**src/rtl/ooo_hazard_ctrl.sv**
```systemverilog
// Central stall/flush controller for the out-of-order core.
// Collects busy/hazard/redirect indications from every stage and drives
// PC enable, redirect select, per-stage stalls and flushes.
//
// state     | meaning
// ----------+---------------------------------------------------------
// RUN       | normal flow; structural stalls and mispredict redirects
// IF_DRAIN  | fence.i seen; front end held until the ROB empties
// IF_DFLUSH | data cache flush requested, waiting for dflushed
// IF_IFLUSH | instruction cache flush requested, waiting for iflushed
// TRAP      | trap/xRET redirect to priv_pc, waits for fetch to go idle
module ooo_hazard_ctrl #(
  parameter int DRAIN_TIMEOUT = 1023
) (
  input  logic        CLK,
  input  logic        RST,
  input  logic        i_mem_busy,
  input  logic        d_mem_busy,
  input  logic        hazard,
  input  logic        rob_full,
  input  logic        rob_empty,
  input  logic        mispredict,
  input  logic        ifence,
  input  logic        dflushed,
  input  logic        iflushed,
  input  logic        trap_req,
  input  logic        ret,
  input  logic [31:0] priv_vector,
  output logic        pc_en,
  output logic        npc_sel,
  output logic        insert_priv_pc,
  output logic        iren,
  output logic [31:0] priv_pc,
  output logic        fetch_decode_flush,
  output logic        decode_execute_flush,
  output logic        execute_commit_flush,
  output logic        stall_fetch_decode,
  output logic        stall_de,
  output logic        stall_ex,
  output logic        stall_au,
  output logic        stall_mu,
  output logic        stall_du,
  output logic        stall_ls,
  output logic        stall_commit,
  output logic        ifence_flush,
  output logic        drain_timeout
);

  typedef enum logic [2:0] {
    RUN       = 3'd0,
    IF_DRAIN  = 3'd1,
    IF_DFLUSH = 3'd2,
    IF_IFLUSH = 3'd3,
    TRAP      = 3'd4
  } state_t;

  localparam logic [9:0] DRAIN_TC  = 10'(DRAIN_TIMEOUT);
  localparam logic [9:0] DRAIN_MAX = 10'h3FF;

  state_t      state_q, state_d;
  logic        pend_redir_q, pend_redir_d;
  logic [31:0] priv_pc_q, priv_pc_d;
  logic [9:0]  drain_cnt_q, drain_cnt_d;
  logic        drain_timeout_q, drain_timeout_d;
  logic        trap_evt;
  logic        struct_stall;
  logic [9:0]  drain_cnt_inc;

  assign priv_pc       = priv_pc_q;
  assign drain_timeout = drain_timeout_q;

  // State register and the few registered quantities
  always_ff @(posedge CLK) begin
    if (RST) begin
      state_q         <= RUN;
      pend_redir_q    <= 1'b0;
      priv_pc_q       <= '0;
      drain_cnt_q     <= '0;
      drain_timeout_q <= 1'b0;
    end else begin
      state_q         <= state_d;
      pend_redir_q    <= pend_redir_d;
      priv_pc_q       <= priv_pc_d;
      drain_cnt_q     <= drain_cnt_d;
      drain_timeout_q <= drain_timeout_d;
    end
  end

  // Next-state and all combinational stall/flush/fetch controls
  always_comb begin
    state_d              = state_q;
    pend_redir_d         = pend_redir_q;
    priv_pc_d            = priv_pc_q;
    drain_cnt_d          = drain_cnt_q;
    drain_timeout_d      = drain_timeout_q;
    pc_en                = 1'b0;
    npc_sel              = 1'b0;
    insert_priv_pc       = 1'b0;
    iren                 = 1'b0;
    fetch_decode_flush   = 1'b0;
    decode_execute_flush = 1'b0;
    execute_commit_flush = 1'b0;
    stall_fetch_decode   = 1'b0;
    stall_de             = 1'b0;
    stall_ex             = 1'b0;
    stall_au             = 1'b0;
    stall_mu             = 1'b0;
    stall_du             = 1'b0;
    stall_ls             = 1'b0;
    stall_commit         = 1'b0;
    ifence_flush         = 1'b0;
    trap_evt             = (trap_req | ret) && (state_q != TRAP);
    struct_stall         = hazard | rob_full;
    drain_cnt_inc        = (drain_cnt_q == DRAIN_MAX) ? drain_cnt_q : drain_cnt_q + 10'd1;

    // Under reset every control output stays low; flops are cleared anyway.
    if (!RST) begin
      if (trap_evt) begin
        // Trap/xRET wins over everything and aborts any fence.i in flight.
        fetch_decode_flush   = 1'b1;
        decode_execute_flush = 1'b1;
        execute_commit_flush = 1'b1;
        priv_pc_d            = priv_vector;
        pend_redir_d         = 1'b0;
        drain_cnt_d          = '0;
        state_d              = TRAP;
      end else begin
        unique case (state_q)
          RUN: begin
            stall_ex = d_mem_busy;
            stall_ls = d_mem_busy;
            if (mispredict) begin
              fetch_decode_flush   = 1'b1;
              decode_execute_flush = 1'b1;
              npc_sel              = 1'b1;
              pc_en                = ~i_mem_busy;
              iren                 = ~i_mem_busy;
              pend_redir_d         = i_mem_busy;
            end else if (pend_redir_q) begin
              // Redirect held until fetch can accept the new PC.
              npc_sel            = 1'b1;
              fetch_decode_flush = 1'b1;
              pc_en              = ~i_mem_busy;
              iren               = ~i_mem_busy;
              if (!i_mem_busy) pend_redir_d = 1'b0;
            end else if (ifence) begin
              stall_fetch_decode = 1'b1;
              stall_de           = 1'b1;
              state_d            = IF_DRAIN;
            end else begin
              stall_fetch_decode = struct_stall;
              stall_de           = struct_stall;
              pc_en              = ~struct_stall & ~i_mem_busy;
              iren               = ~struct_stall & ~i_mem_busy;
            end
          end
          IF_DRAIN: begin
            stall_fetch_decode = 1'b1;
            stall_de           = 1'b1;
            stall_ex           = d_mem_busy;
            stall_ls           = d_mem_busy;
            drain_cnt_d        = drain_cnt_inc;
            if (drain_cnt_inc == DRAIN_TC) drain_timeout_d = 1'b1;
            if (rob_empty) state_d = IF_DFLUSH;
          end
          IF_DFLUSH, IF_IFLUSH: begin
            ifence_flush       = 1'b1;
            stall_fetch_decode = 1'b1;
            stall_de           = 1'b1;
            stall_ex           = d_mem_busy;
            stall_ls           = d_mem_busy;
            if (iflushed && (state_q == IF_IFLUSH || dflushed)) begin
              // Caches clean: drop the stale fetch and restart at the fence.i PC.
              fetch_decode_flush = 1'b1;
              stall_fetch_decode = 1'b0;
              stall_de           = 1'b0;
              pc_en              = 1'b1;
              iren               = 1'b1;
              drain_cnt_d        = '0;
              state_d            = RUN;
            end else if (state_q == IF_DFLUSH && dflushed) begin
              state_d = IF_IFLUSH;
            end
          end
          TRAP: begin
            fetch_decode_flush   = 1'b1;
            decode_execute_flush = 1'b1;
            execute_commit_flush = 1'b1;
            insert_priv_pc       = 1'b1;
            stall_commit         = 1'b1;
            pc_en                = ~i_mem_busy;
            iren                 = ~i_mem_busy;
            if (!i_mem_busy) state_d = RUN;
          end
          default: state_d = RUN;
        endcase
      end
    end
  end

endmodule

```
**config.mk**
```make
export PLATFORM = sky130hd
export DESIGN_NAME = ooo_hazard_ctrl
export DESIGN_NICKNAME = d
export VERILOG_FILES = /design/src/rtl/ooo_hazard_ctrl.sv
export SDC_FILE = /design/constraint.sdc
export NUM_CORES = 1
export LEC_CHECK = 0
export ABC_AREA = 1
export CAP_MARGIN = 20
export CORE_UTILIZATION = 42
export DETAILED_ROUTE_END_ITERATION = 10
export PLACE_DENSITY = 0.83
export SYNTH_ARGS = -nofsm -noshare
export SYNTH_HDL_FRONTEND = slang
export SYNTH_SLANG_ARGS = --single-unit
```
**constraint.sdc**
```tcl
create_clock -name CLK -period 2.2 [get_ports CLK]
set_input_delay 0.44 -clock CLK [delete_from_list [all_inputs] [get_ports CLK]]
set_output_delay 0.44 -clock CLK [all_outputs]
set_load 0.1 [all_outputs]
```
==> metrics.cfg <==
[run_status]
run_status = complete, no violations

[detailed_routing]
detailedRoute.firstIterationViolations = 142
via_per_inst = 4.97
dr.pass1.iters = 5
total_length_of_routed_wires_um = 6230
number_of_design_rule_violations_left_after_detail_routing = 0
postRouteAntennaNets = 0
num_vias = 2410
drt-wirelength-per-cell_um = 12.8

[worst_setup_path]
cp_data_arrival_time_ps = 1760
reg2reg_slack_ps = 560
path_cells = clkdlybuf4s50_1 > nor4_2 > nand2_1 > nand2_1 > nand2_2 > clkinvlp_4 > buf_12
worstSetupPathDepth = 7
critPathLaunchType = input port
worst_r2r_start = drain_cnt_q[0]$_SDFFE_PP0P_
timing.critical_path.slowest_stage_cell = clkdlybuf4s50_1
critPathMaxFanout = 3
crit_family = buffers and inverters
r2r-end = drain_timeout$_SDFFE_PP0P_
timing.reg2reg.worst_path_depth = 9
cp_data_required_time_ps = 1760
path_class = input port to output pin
cp.buffers_inverters = 3
endpoint = stall_de
slowest_delay_ps = 450
startpoint = mispredict
setup.worst_path.end_class = output pin
crit_path_top_cell_by_count = nand2_1

[grt]
grt_pass1_vias = 2287
grt_first_pass_wirelength_um = 9980
total_routing_usage_gr_pct = 23.4
globalRouteOverflowTotal = 0
grt_max_degree = 34
initial_antenna_violation_count = 0

[synthesis]
synthesized_area_fraction_occupied_by_adder_cells_pct = 0.565
ys_ff_latch = 47
yosysSeqAreaShare_pct = 42.5
syn_area_per_cell_um2 = 6.92
synth_cells = 320
synth-xor-area-share_pct = 0.395
largest_family_of_logic_cells_by_synthesized_area = simple AND/OR/NAND/NOR gates
synth.distinct_cells = 31
synth_edf_count = 0
async_reset_ff_share_pct = 0
yosys_warnings = 0
synth_top_flop_cell = dfxtp_1
synthMuxAreaShare_pct = 0
synth_simple_gate_area_share_pct = 31.9
synth-compound-area-share_pct = 15.3
mappedNetlistArea_um2 = 2210

[sta]
clock-skew-final_ps = 9.30
slew_viol_final = 0
fmax_mhz = 455
finalHoldViolations = 0
timing.final.crit_share_pct = 99.9
min_period_ps = 2200
totalNegativeSetupSlack_ps = 0
final_setup_violation_count = 0

[finish]
layout.nets = 460
number_of_fillers_in_the_final_layout = 401
multi_input_comb_area_um2 = 1160
area_delta_synth_final_pct = 56.3
final_layout_size_suffix_gt1_share_pct = 24.8
final_cell_area_um2 = 3460
sequential_cell_area_um2 = 947
antenna_cells = 0

[placed_design]
globalplace.congestion = 0.950
place.port_buffers = 90
post_detailed_placement_half_perimeter_wirelength_um = 4480
post_dp_cell_area_um2 = 3280

[clocking]
clk_latency_ps = 300
clockBufferDepth = 2
cts_tree = yes
numCtsBuffers = 5
cts.reportedPaths.clkPinSlew_ps = 80
cts.htree.levels = 2
cts_root_buffer = clkbuf_8
cts.sinks = 47

[floorplanning]
rows = 26
placeableCoreArea_um2 = 5110
die_h_um = 74.6
full_die_area_um2 = 5570
die_width_um = 74.6
ioPinCount = 94
initial_utilization_pct = 43.4

[power]
cellLeakagePower_nw = 1.46
design_power_total_w = 0.00249
p_per_area_nw_per_um2 = 720
vdd_drop_max_mv = 0.595

[flow_run]
drv_cap = 0

[min_path]
hold_path_depth = 2
worstHoldPathType = flip-flop to flip-flop

-- layout by cell type (no fill, tap or decap), types with 2 or more instances in the layout --
master,synthesis,final
nor2_1,21,16
nand2_1,112,109
nand2_2,2,4
a21oi_1,48,47
buf_12,0,13
dlygate4sd2_1,0,2
dlymetal6s2s_1,0,4
inv_2,6,5
dfxtp_1,47,44
o21bai_1,2,2
clkdlybuf4s50_1,0,38
clkbuf_8,0,6
inv_4,0,2
o21ai_0,6,6
o21ai_1,2,2
conb_1,1,3
buf_4,7,47
inv_1,20,18
dfxtp_2,0,2
nor2_2,1,3
nand3_1,13,13
clkinvlp_4,0,2
nand4_1,2,2
nor2_4,5,8
-- worst reg2reg max path: stages (launching register included) --
cell and delay (ps):
dfxtp_1 420, ha_1 210, nand2_2 110, nor2_4 170
nand3_4 160, nand2_1 130, nand3_1 90, nor2_1 90
nand3_1 80, a21oi_1 120
-- sequential cells by signal (all words and copies together), names as in the netlist --
signal / flops
drain_cnt_q: 10
drain_timeout: 1
pend_redir_q: 1
priv_pc: 32
state_q: 3
-- worst min-delay path by stage --
stage	startpoint	end	slack [ps]
after detailed placement	drain_timeout$_SDFFE_PP0P_	drain_timeout$_SDFFE_PP0P_	450
final	drain_timeout$_SDFFE_PP0P_	drain_timeout$_SDFFE_PP0P_	460
after global placement	priv_pc[11]$_SDFFE_PP0P_	priv_pc[11]$_SDFFE_PP0P_	450
after global routing	priv_pc[26]$_SDFFE_PP0P_	priv_pc[26]$_SDFFE_PP0P_	490
after floorplan	drain_cnt_q[7]$_SDFFE_PP0P_	drain_cnt_q[7]$_SDFFE_PP0P_	460
after CTS	drain_timeout$_SDFFE_PP0P_	drain_timeout$_SDFFE_PP0P_	460
-- layer usage --
layer | share of wire [%] | track usage (%) | up-vias
met5 | 0 | 0 | -
met4 | 0.85 | 7.13 | 0
met3 | 10 | 10.7 | 8
met2 | 47 | 37.2 | 107
met1 | 41 | 28.5 | 1090
li1 | - | - | 1205
-- stage by stage --
step / instances / utilization [%] / hold slack (ps) / setup WS (ps)
final: 485 / 67.8 / 457 / 1.13
after floorplan: 322 / - / 457 / -352
after global routing: 485 / 67.8 / 485 / -55.4
after global placement: 473 / 64.3 / 448 / -64.2
after detailed placement: 473 / 64.3 / 448 / -71.9
after CTS: 481 / 66.6 / 461 / 5.44
-- final cells by class --
class | instances | area share (%)
clock buffer | 6 | 2.39
clock inverter | 2 | 0.470
inverter | 26 | 3.07
multi-input combinational | 230 | 33.5
sequential | 47 | 27.4
tap | 70 | 2.53
timing repair buffer | 104 | 30.6
-- Yosys cell counts (2+ instances only) --
| cell type | n | share of area [%] |
|---|---|---|
| nand2_2 | 2 | 0.56 |
| o21ai_1 | 2 | 0.45 |
| nor2_4 | 5 | 2.5 |
| nand3_1 | 13 | 2.9 |
| inv_1 | 20 | 3.4 |
| buf_4 | 7 | 2.4 |
| clkbuf_1 | 4 | 0.68 |
| nand2_1 | 112 | 19 |
| dfxtp_1 | 47 | 42 |
| nand4_1 | 2 | 0.56 |
| nor2_1 | 21 | 3.6 |
| inv_2 | 6 | 1.0 |
| a21oi_1 | 48 | 11 |
| o21ai_0 | 6 | 1.4 |
| o21bai_1 | 2 | 0.68 |
| buf_2 | 8 | 1.8 |
-- kinds of logic after synthesis --
| logic type | count (synthesis) |
|---|---|
| flops | 47 |
| xor+xnor | 1 |
| simple gates | 162 |
| fa+ha+maj | 1 |
| compound gates | 63 |
| buf+inv | 45 |
| other cells | 1 |
-- where the power goes --
group | switching, W | internal, W | total, W
sequential | 0.0000370 | 0.000906 | 0.000943
combinational | 0.000718 | 0.000276 | 0.000995
clock | 0.000299 | 0.000257 | 0.000556
-- timing repair --
item	in CTS	in global routing
resized for setup	8	13
buffers inserted	0	4
pin swaps	2	11
hold buffers	0	0
endpoints found under the setup margin	5	8
No activity file was read; power rests on OpenSTA's default activity.
